File: src/rtl/ssb_pkg.sv
// Shared types for the system-bus arbiter: request/response bundles,
// performance counter record, host and target enumerations.
package ssb_pkg;

    localparam int NumHosts = 3;

    typedef struct packed {
        logic        req;
        logic [31:0] addr;
        logic        we;
        logic [3:0]  be;
        logic [31:0] wdata;
    } ssb_req_t;

    typedef struct packed {
        logic        rvalid;
        logic        err;
        logic [31:0] rdata;
    } ssb_rsp_t;

    typedef struct packed {
        logic [31:0] dbg_gnt_cnt;
        logic [31:0] instr_gnt_cnt;
        logic [31:0] data_gnt_cnt;
        logic [31:0] starve_cyc_cnt;
    } ssb_perf_t;

    // Host index doubles as the bit position in grant/owner vectors.
    typedef enum logic [1:0] {
        HostDbg   = 2'd0,
        HostInstr = 2'd1,
        HostData  = 2'd2
    } host_e;

    typedef enum logic [1:0] {
        TgtSram = 2'd0,
        TgtDm   = 2'd1,
        TgtNone = 2'd2
    } tgt_e;

endpackage

File: src/rtl/ssb_addr_decode.sv
// Pure combinational decode of a bus address to SRAM, debug memory or
// nothing. SRAM wins if the two windows overlap.
module ssb_addr_decode
    import ssb_pkg::*;
#(
    parameter logic [31:0] MemStart = 32'h0000_0000,
    parameter logic [31:0] MemMask  = 32'h0000_FFFF,
    parameter logic [31:0] DmStart  = 32'h1A11_0000,
    parameter logic [31:0] DmMask   = 32'h0000_FFFF
) (
    input  logic [31:0] addr,
    output tgt_e        target
);

    // Window compare; the SRAM check is evaluated last so it takes precedence.
    always_comb begin
        target = TgtNone;
        if ((addr & ~DmMask) == DmStart) begin
            target = TgtDm;
        end
        if ((addr & ~MemMask) == MemStart) begin
            target = TgtSram;
        end
    end

endmodule

File: src/rtl/ssb_arbiter.sv
// Shared system bus arbiter for debug SBA, Ibex instr and Ibex data ports.
// Combinational single grant per cycle, one-cycle response routed back to
// the owning host, starvation protection for the data port, error response
// for unmapped addresses.
// Optional: define SSB_ARB_PERF_EN to build the grant/starvation counters
// on perf_o; otherwise perf_o is tied to zero.
module ssb_arbiter
    import ssb_pkg::*;
#(
    parameter logic [31:0] MemStart    = 32'h0000_0000,
    parameter logic [31:0] MemMask     = 32'h0000_FFFF,
    parameter logic [31:0] DmStart     = 32'h1A11_0000,
    parameter logic [31:0] DmMask      = 32'h0000_FFFF,
    parameter int unsigned StarveLimit = 8
) (
    input  logic        clk_sys,
    input  logic        rst_sys_n,
    input  ssb_req_t    dbg_req_i,
    output logic        dbg_gnt_o,
    output ssb_rsp_t    dbg_rsp_o,
    input  ssb_req_t    instr_req_i,
    output logic        instr_gnt_o,
    output ssb_rsp_t    instr_rsp_o,
    input  ssb_req_t    data_req_i,
    output logic        data_gnt_o,
    output ssb_rsp_t    data_rsp_o,
    output ssb_req_t    ssb_o,
    output logic        sram_req_o,
    output logic        dm_req_o,
    input  logic [31:0] sram_rdata_i,
    input  logic [31:0] dm_rdata_i,
    output ssb_perf_t   perf_o
);

    localparam logic [7:0] StarveMax = 8'(StarveLimit);

    ssb_req_t            req_arr [NumHosts];
    ssb_rsp_t            rsp_arr [NumHosts];
    logic [NumHosts-1:0] gnt;
    ssb_req_t            bus;
    tgt_e                bus_tgt;
    logic [NumHosts-1:0] owner_reg;
    tgt_e                target_reg;
    logic [7:0]          starve_cnt_reg;
    logic [7:0]          starve_cnt_next;
    logic                starved;
    logic [31:0]         rsp_rdata;
    logic                unused_instr_fields;

    // Instruction fetches are always full-word reads; their write fields are dropped.
    assign req_arr[HostDbg]   = dbg_req_i;
    assign req_arr[HostInstr] = '{req: instr_req_i.req, addr: instr_req_i.addr,
                                  we: 1'b0, be: 4'hF, wdata: 32'h0};
    assign req_arr[HostData]  = data_req_i;
    assign unused_instr_fields = ^{instr_req_i.we, instr_req_i.be, instr_req_i.wdata};

    assign starved = (starve_cnt_reg == StarveMax);

    // Fixed priority dbg > instr > data, with data lifted above instr once starved.
    always_comb begin
        gnt = '0;
        if (rst_sys_n) begin
            if (req_arr[HostDbg].req) begin
                gnt[HostDbg] = 1'b1;
            end else if (starved && req_arr[HostData].req) begin
                gnt[HostData] = 1'b1;
            end else if (req_arr[HostInstr].req) begin
                gnt[HostInstr] = 1'b1;
            end else if (req_arr[HostData].req) begin
                gnt[HostData] = 1'b1;
            end
        end
    end

    // Forward the granted host's command; an idle bus is all zero.
    always_comb begin
        bus = '0;
        for (int i = 0; i < NumHosts; i++) begin
            if (gnt[i]) begin
                bus = req_arr[i];
            end
        end
    end

    ssb_addr_decode #(
        .MemStart (MemStart),
        .MemMask  (MemMask),
        .DmStart  (DmStart),
        .DmMask   (DmMask)
    ) u_decode (
        .addr   (bus.addr),
        .target (bus_tgt)
    );

    assign dbg_gnt_o   = gnt[HostDbg];
    assign instr_gnt_o = gnt[HostInstr];
    assign data_gnt_o  = gnt[HostData];
    assign ssb_o       = bus;
    assign sram_req_o  = bus.req && (bus_tgt == TgtSram);
    assign dm_req_o    = bus.req && (bus_tgt == TgtDm);

    // Data-port starvation counter: counts denied cycles, saturates, clears on grant or idle.
    always_comb begin
        starve_cnt_next = starve_cnt_reg;
        if (!data_req_i.req || gnt[HostData]) begin
            starve_cnt_next = 8'd0;
        end else if (starve_cnt_reg != StarveMax) begin
            starve_cnt_next = starve_cnt_reg + 8'd1;
        end
    end

    // Capture who owns next cycle's response and where it comes from.
    always_ff @(posedge clk_sys or negedge rst_sys_n) begin
        if (!rst_sys_n) begin
            owner_reg      <= '0;
            target_reg     <= TgtNone;
            starve_cnt_reg <= 8'd0;
        end else begin
            owner_reg      <= gnt;
            target_reg     <= bus_tgt;
            starve_cnt_reg <= starve_cnt_next;
        end
    end

    // Select response data from the registered target; unmapped returns zero.
    always_comb begin
        case (target_reg)
            TgtSram: rsp_rdata = sram_rdata_i;
            TgtDm:   rsp_rdata = dm_rdata_i;
            default: rsp_rdata = 32'h0;
        endcase
    end

    // Only the owning host sees rvalid/err/rdata; everyone else sees zeros.
    generate
        for (genvar gi = 0; gi < NumHosts; gi++) begin : g_rsp
            assign rsp_arr[gi] = '{rvalid: owner_reg[gi],
                                   err:    owner_reg[gi] && (target_reg == TgtNone),
                                   rdata:  owner_reg[gi] ? rsp_rdata : 32'h0};
        end
    endgenerate

    assign dbg_rsp_o   = rsp_arr[HostDbg];
    assign instr_rsp_o = rsp_arr[HostInstr];
    assign data_rsp_o  = rsp_arr[HostData];

`ifdef SSB_ARB_PERF_EN
    ssb_perf_t perf_reg;

    // Wrapping grant counters per host plus a count of starved cycles.
    always_ff @(posedge clk_sys or negedge rst_sys_n) begin
        if (!rst_sys_n) begin
            perf_reg <= '0;
        end else begin
            if (gnt[HostDbg]) begin
                perf_reg.dbg_gnt_cnt <= perf_reg.dbg_gnt_cnt + 32'd1;
            end
            if (gnt[HostInstr]) begin
                perf_reg.instr_gnt_cnt <= perf_reg.instr_gnt_cnt + 32'd1;
            end
            if (gnt[HostData]) begin
                perf_reg.data_gnt_cnt <= perf_reg.data_gnt_cnt + 32'd1;
            end
            if (starved) begin
                perf_reg.starve_cyc_cnt <= perf_reg.starve_cyc_cnt + 32'd1;
            end
        end
    end

    assign perf_o = perf_reg;
`else
    assign perf_o = '0;
`endif

endmodule

File: config.mk
export PLATFORM = sky130hd
export DESIGN_NAME = ssb_arbiter
export DESIGN_NICKNAME = d
export VERILOG_FILES = /design/src/rtl/ssb_pkg.sv /design/src/rtl/ssb_addr_decode.sv /design/src/rtl/ssb_arbiter.sv
export SDC_FILE = /design/constraint.sdc
export NUM_CORES = 1
export LEC_CHECK = 0
export ABC_CLOCK_PERIOD_IN_PS = 2400
export CORE_AREA = 5 5 224 226
export DETAILED_ROUTE_END_ITERATION = 16
export DIE_AREA = 0 0 229 231
export PLACE_DENSITY_LB_ADDON = 0.05
export SYNTH_ARGS = -nofsm -noshare
export SYNTH_HDL_FRONTEND = slang
export SYNTH_SLANG_ARGS = --single-unit
File: constraint.sdc
create_clock -name clk_sys -period 2.4 [get_ports clk_sys]
set_input_delay 0.24 -clock clk_sys [delete_from_list [all_inputs] [get_ports clk_sys]]
set_output_delay 0.24 -clock clk_sys [all_outputs]
set_load 0.05 [all_outputs]
Word level (Yosys, flattened, before mapping)
Cells that the tools add are included.

Flip-flop bits (word level): 13. Output and inout port bits: 305. Word-level logic and storage cells: 41.

Add/sub/neg operators: 1. Equality and inequality tests: 6. Multiplexer cells: 19. Reductions and logical operators: 12.

Operator list (number): $mux W70 (3); $mux W32 (3); $pmux W32 S2 (1); $logic_not A32 Y1 (1); $eq A16 B13 Y1 const B (1); $mux W8 (2); $add A8 B1 Y8 const B (1); $eq A8 B4 Y1 const B (1); $ne A8 B4 Y1 const B (1); $logic_and A1 B1 Y1 (6); $mux W1 (6); $mux W2 (3); $eq A2 B1 Y1 const B (2); $logic_not A2 Y1 (2); $mux W3 (1); $eq A2 B2 Y1 const B (1); $reduce_bool A2 Y1 (1); $logic_not A1 Y1 (1); $logic_or A1 B1 Y1 (1).

Depth between registers and ports, before layout
Gate-level depths: netlist of run 1.

Word-level depth: 13. Depth in mapped cells: 10. Depth with buffers taken out: 9.

Modules after synthesis
From an unflattened synthesis of run 1, not the netlist that was laid out.

Cell total of the unflattened synthesis: 464. Area, all modules: 3532.1 µm².

By module, submodules not included: ssb_arbiter (instances 1, cells each 453, area an instance 3472.1 µm²); ssb_addr_decode (instances 1, cells each 11, area an instance 60.1 µm²).

Worst setup path after synthesis of run 1
Ideal clock, no wire load.

Path type: register to output. Start: register starve_cnt_reg[0]. End: output port dm_req_o. Arrival time: 3.245 ns. Slack: -1.085 ns. Cell stages (with the launch flop): 11. Path buffers: 1. Cell sequence: dfrtp_1 inv_1 ha_1 nor4b_4 nand2_1 a21oi_1 buf_2 a221oi_1 a21oi_1 and4_1 nor2b_1.

RTL lines: start: declaration (line ssb_arbiter.sv:44) `logic [7:0] starve_cnt_reg;`; start signal: assignment (line ssb_arbiter.sv:121) `starve_cnt_reg <= starve_cnt_next;`; end: declaration (line ssb_arbiter.sv:29) `output logic dm_req_o,`.

Final worst setup path of run 1
Start: register starve_cnt_reg[1]. End: output port sram_req_o.

Word-level cells in the longest chain between the ends: 12.

Ends and longest elaborated chain: $eq A8 B4 Y1 (*) (line ssb_arbiter.sv:57) `assign starved = (starve_cnt_reg == StarveMax);`; $logic_and A1 B1 Y1 (*) (line ssb_arbiter.sv:65) `end else if (starved && req_arr[HostData].req) begin`; $mux W1 (line ssb_arbiter.sv:65); $mux W2 (*) (line ssb_arbiter.sv:63) `if (req_arr[HostDbg].req) begin`; $mux W3 (*) (line ssb_arbiter.sv:62) `if (rst_sys_n) begin`; $mux W70 (line ssb_arbiter.sv:79) `if (gnt[i]) begin`; $mux W70 (*) (line ssb_arbiter.sv:79); $eq A16 B13 Y1 (line ssb_addr_decode.sv:18) `if ((addr & ~DmMask) == DmStart) begin`; $mux W2 (line ssb_addr_decode.sv:18); $mux W2 (line ssb_addr_decode.sv:21) `if ((addr & ~MemMask) == MemStart) begin`; $logic_not A2 Y1 (line ssb_arbiter.sv:99) `assign sram_req_o = bus.req && (bus_tgt == TgtSram);`; $logic_and A1 B1 Y1 (*) (line ssb_arbiter.sv:99); end: declaration (line ssb_arbiter.sv:28) `output logic sram_req_o,`.

Mark *: on every way between the ends. The rest lies on a longest branch, timed or not.

==> impl_metrics.csv, run 1 <==
group,metric,value,unit
sta,layout_setup_ws,-0.597,ns
setup_path,worstSetupEndpointType,"output pin",
clock_tree,cts_buffer_depth,2,
floorplanning,start_util,6.85,%
final_layout,largest_reg_flops,8,
setup_path,cp.arrival,2.76,ns
setup_path,criticalPathCategory,"flip-flop to output pin",
sta,grt_setup_unrepaired,"true",
power,p_per_area,269,nW/µm²
routing,wirelength,27300,µm
synthesis,async_flop_share,100,%
floorplanning,core,48100,µm²
setup_path,worstPathRequired,2.16,ns
setup_path,worstPathMaxFanout,6,
setup_path,reg2reg_depth,13,
sta,setup_viol,65,
routing,drc_errors,0,
synthesis,yosys_register_bits,13,
place,post-dp-hpwl,22800,µm
synthesis,synthDistinctLibCells,40,
setup_path,slowest_delay,0.44,ns
power,p_total,2560,µW
sta,whs,0.455,ns
synthesis,syn_inst,472,
setup_path,crit_chain,"inv_1 -> ha_2 -> nor4b_4 -> buf_6 -> nand2_4 -> a21oi_4 -> clkbuf_16 -> a222oi_1 -> nand3_1 -> or3_4 -> and3b_2 -> buf_12",
clock_tree,cts-root-buf,"clkbuf_16",
sta,fmax,0.334,GHz
setup_path,crit_slowest_cell,"or3_4",
clock_tree,cts.sinks,13,
routing,avgRoutedWirePerCell,17.5,µm
place,io_buffers,415,
global_route,grt.overflow.total,0,
place,place_congestion,0.716,
clock_tree,cts_tree,"yes",
sta,worst_pin_slew,0.552,ns
floorplanning,dieArea,52900,µm²
min_path,holdCritPathClass,"input port to async pin",
floorplanning,ios,581,
sta,fin_crit_sh,125,%
sta,skew,0.000536,ns
final_layout,fin_nets,1207,
final_layout,final_area,9510,µm²
run_status,violations,"negative setup slack",
floorplanning,die_h,231,µm
global_route,antenna_found_initial,10,
floorplanning,dieWidth,229,µm
routing,vias,4832,
global_route,grt_pass1_vias,5083,
sta,hold_violations,0,
global_route,grtUsageTotal,9.26,%
clock_tree,holdBufCountCts,0,
floorplanning,std_cell_rows,81,
job,drv_cap,0,
final_layout,drive_above_1_share,35.5,%
synthesis,synth_top_area_share,29.1,%
clock_tree,htree_levels,1,
synthesis,synth_edf_count,0,
place,place_area,8670,µm²
synthesis,ys_seq_area_share,9.90,%
synthesis,synth_area_leader_cell,"buf_4",
routing,via_per_inst,3.11,
synthesis,ys.flop_type,"dfrtp_1",
synthesis,ys_warn_count,0,
synthesis,syn_avg_cell_area,6.99,µm²
final_layout,final_common_cell,"clkdlybuf4s50_1",
sta,timing.final.max_slew_violations,0,
routing,drt_iter0_markers,183,
global_route,grt_pass1_wl,36700,µm
clock_tree,cts.clk_slew.worst_paths,0.05,ns
routing,dr.pass1.iters,6,
clock_tree,cts-buffers-inserted,3,
power,ir_drop,0.000124,V
clock_tree,clock_latency,0.24,ns
sta,maxSlewHeadroom,63.1,%
final_layout,final_cell_mix,"clkdlybuf4s50_1, buf_4, conb_1",
synthesis,synth_area_leaders,"buf_4, nor2_1, mux2i_1",
power,p_leak,0.00425,µW
final_layout,area_growth,188,%
global_route,grt_max_degree,41,
routing,antenna_left,0,
run_status,status,"finished with violations",
sta,min_period,3.00,ns
setup_path,crit_path_start_kind,"flip-flop",
synthesis,synthesis.area,3300,µm²
routing by layer:
layer / part of all wire, % / vias to the layer above / global-route usage (%)
met5: 0.27 / - / 0
met2: 51 / 316 / 16.7
met4: 0.65 / 10 / 1.17
li1: - / 2292 / -
met3: 14 / 18 / 5.46
met1: 34 / 2196 / 9.58
timing repair:
item	in CTS	in global routing
setup endpoints to repair	72	75
resized for setup	82	27
gates cloned	8	1
endpoints found under the hold margin	0	0
buffers inserted	15	14
pin swaps	30	41
worst max-delay path: cells and delay by family, from the launching register on:
family | cells | cell delay (ns)
compound gates | 2 | 0.46
fa+ha+maj | 1 | 0.17
buf+inv | 4 | 0.50
flops | 1 | 0.33
simple gates | 5 | 1.03
area by class of cell:
| cell class | instances | area (µm²) |
|---|---|---|
| Clock buffer | 4 | 78.8 |
| Fill cell | 5331 | 38600 |
| Inverter | 34 | 143 |
| Sequential cell | 13 | 330 |
| Timing Repair Buffer | 486 | 5490 |
| Multi-Input combinational cell | 391 | 2680 |
| Antenna cell | 4 | 10.0 |
| Tap cell | 622 | 778 |
cells in the mapped netlist (2+ instances only):
cell and n:
nor3_1 2, buf_4 128, nor2_1 104, inv_1 34, a221o_1 4, and2_1 4, dfrtp_1 12, a22o_1 35
a222oi_1 27, a21oi_1 4, o21ai_0 2, mux2i_1 34, clkbuf_1 24, and3_1 2, xor2_1 4, nand2_1 7
nand2b_1 4, nand3_1 5, ha_1 2, nand4_1 2, a221oi_1 2, buf_2 2, buf_1 8, nor2b_1 4
cells by family after synthesis:
group                    share of synthesized area [%]
other                                            0.114
AND/OR/NAND/NOR                                   19.5
flip-flops                                        9.90
adder cells (fa/ha/maj)                          0.759
XOR/XNOR                                          1.33
AO/OA/AOI/OAI                                     21.1
buffers and inverters                             36.9
multiplexers                                      10.3
report_power, final:
group | switching, µW | internal [µW]
sequential | 6.31 | 227
clock | 89.7 | 224
combinational | 1140 | 867
total | 1240 | 1320
per-stage QoR:
step                setup WS, ns  instances  util, %  setup TNS (ns)
floorplan                 -0.194        599        -           -1.73
global placement          -0.449       1522     18.0           -5.47
detailed placement        -0.509       1522     18.0           -6.05
CTS                       -0.670       1547     19.6          -17.06
global route              -0.802       1553     19.8          -33.26
finish                    -0.597       1554     19.8          -19.94
worst paths after layout:
| kind | start | slack (ns) | end |
|---|---|---|---|
| worst min register to register | starve_cnt_reg[1] | 0.59 | starve_cnt_reg[1] |
| worst min-delay path | rst_sys_n | 0.45 | owner_reg[2] |
| worst max-delay path | starve_cnt_reg[1] | -0.60 | sram_req_o |
| min in group clk_sys | starve_cnt_reg[1] | 0.59 | starve_cnt_reg[1] |
| worst max register to register | starve_cnt_reg[1] | -0.19 | target_reg[1] |
| max in group asynchronous | rst_sys_n | 1.70 | target_reg[1] |
(Power assumes the default switching activity.)
==> run 2: changes to the inputs <==
- SKIP_CTS_REPAIR_TIMING: unset -> 1
==> impl_metrics.csv, run 2 (same netlist as run 1, synthesis figures left out) <==
group,metric,value,unit
routing,via_per_inst,3.09,
routing,dr.pass1.iters,5,
final_layout,final_common_cell,"clkdlybuf4s50_1",
global_route,grt_pass1_vias,4848,
global_route,grt_max_degree,41,
power,ir_drop,0.000125,V
final_layout,final_cell_mix,"clkdlybuf4s50_1, buf_4, conb_1",
floorplanning,ios,581,
place,io_buffers,415,
sta,fin_crit_sh,125,%
sta,min_period,3.01,ns
setup_path,cp.arrival,2.77,ns
setup_path,worstSetupEndpointType,"output pin",
sta,maxSlewHeadroom,63.1,%
place,place_ws,-0.509,ns
final_layout,largest_reg_flops,8,
clock_tree,cts-root-buf,"clkbuf_16",
sta,layout_setup_ws,-0.611,ns
setup_path,crit_chain,"inv_1 -> ha_2 -> nor4b_4 -> buf_6 -> nand2_4 -> a21oi_4 -> buf_12 -> a222oi_1 -> nand4_1 -> or3_4 -> and3b_2 -> buf_12",
setup_path,crit_slowest_cell,"or3_4",
min_path,holdCritPathClass,"input port to async pin",
clock_tree,cts-buffers-inserted,3,
clock_tree,cts_buffer_depth,2,
floorplanning,die_h,231,µm
routing,drc_errors,0,
routing,avgRoutedWirePerCell,17.5,µm
floorplanning,std_cell_rows,81,
global_route,grtUsageTotal,8.65,%
sta,setup_viol,65,
routing,antenna_left,0,
final_layout,area_growth,185,%
clock_tree,cts_tree,"yes",
routing,vias,4782,
setup_path,worstPathMaxFanout,6,
setup_path,criticalPathCategory,"flip-flop to output pin",
place,post-dp-hpwl,22800,µm
clock_tree,cts.sinks,13,
sta,skew,0.000532,ns
sta,whs,0.455,ns
global_route,grt_pass1_wl,34400,µm
power,p_total,2530,µW
sta,timing.final.max_slew_violations,0,
clock_tree,cts.clk_slew.worst_paths,0.05,ns
setup_path,crit_path_start_kind,"flip-flop",
routing,routed.top_layer,"met5",
final_layout,fin_util,19.5,%
routing,wirelength,27100,µm
setup_path,worstPathRequired,2.16,ns
place,place_congestion,0.716,
sta,grt_setup_unrepaired,"true",
job,drv_cap,0,
floorplanning,dieWidth,229,µm
clock_tree,htree_levels,1,
power,p_leak,0.00421,µW
clock_tree,clock_latency,0.24,ns
sta,fin_setup_tns,-17.51,ns
routing,drt_iter0_markers,172,
floorplanning,dieArea,52900,µm²
floorplanning,core,48100,µm²
run_status,violations,"negative setup slack",
routing,met1Wirelength,9330,µm
final_layout,drive_above_1_share,35.0,%
sta,fmax,0.332,GHz
power,p_per_area,270,nW/µm²
sta,hold_violations,0,
global_route,antenna_found_initial,10,
run_status,status,"finished with violations",
final_layout,fin_nets,1202,
setup_path,slowest_delay,0.45,ns
floorplanning,start_util,6.85,%
setup_path,cpMostUsedCell,"buf_12",
routing,route.met3.wl,3770,µm
global_route,grt.overflow.total,0,
sta,worst_pin_slew,0.552,ns
routing,dr_wl_met2,13800,µm
==> run 2: worst paths after layout <==
kind,start,to,slack (ns),cells past startpoint
hold reg to reg,starve_cnt_reg[1],starve_cnt_reg[1],0.59,3
min in group clk_sys,starve_cnt_reg[1],starve_cnt_reg[1],0.59,3
setup reg to reg,starve_cnt_reg[1],target_reg[1],-0.13,12
max in group asynchronous,rst_sys_n,target_reg[1],1.70,3
hold / removal,rst_sys_n,owner_reg[2],0.46,3
setup / recovery,starve_cnt_reg[1],sram_req_o,-0.61,12
==> run 2: metrics by stage <==
| stage | instance area, µm² | instances |
|---|---|---|
| after global routing | 9390 | 1548 |
| after detailed placement | 8670 | 1522 |
| final | 9390 | 1549 |
| after floorplan | 3930 | 599 |
| after global placement | 8670 | 1522 |
| after CTS | 8750 | 1526 |
==> run 2: cell type report <==
class | instances | area (µm²)
antenna | 4 | 10.0
clock buffer | 4 | 78.8
sequential | 13 | 330
timing repair buffer | 481 | 5410
multi-input combinational | 391 | 2640
inverter | 34 | 143
fill | 5342 | 38700
tap | 622 | 778
==> run 2: where the power goes <==
part	internal (µW)	leakage (µW)	total, µW	switching, µW
Sequential	227	0.000172	234	6.26
Clock	224	0.0000382	314	89.7
Combinational	853	0.00400	1990	1130
==> run 2: worst max-delay path, delay by kind of cell, from the launching register on <==
family                     cells  cell delay (ns)
adders and majority gates      1             0.17
AOI/OAI and AO/OA              2             0.45
and+or+nand+nor                5             1.08
buffers and inverters          4             0.48
DFF                            1             0.33
==> run 2: layer usage <==
layer,up-vias,GRT usage (%)
li1,2276,-
met1,2155,8.68
met4,10,1.17
met2,323,15.6
met3,18,5.46
met5,-,0
==> run 3: changes to the inputs <==
- CTS_CLUSTER_SIZE: unset -> 24
- HOLD_SLACK_MARGIN: unset -> 0.05
==> results of run 3 <==
No change in the layout: final DEF, timing and power equal those of run 2.
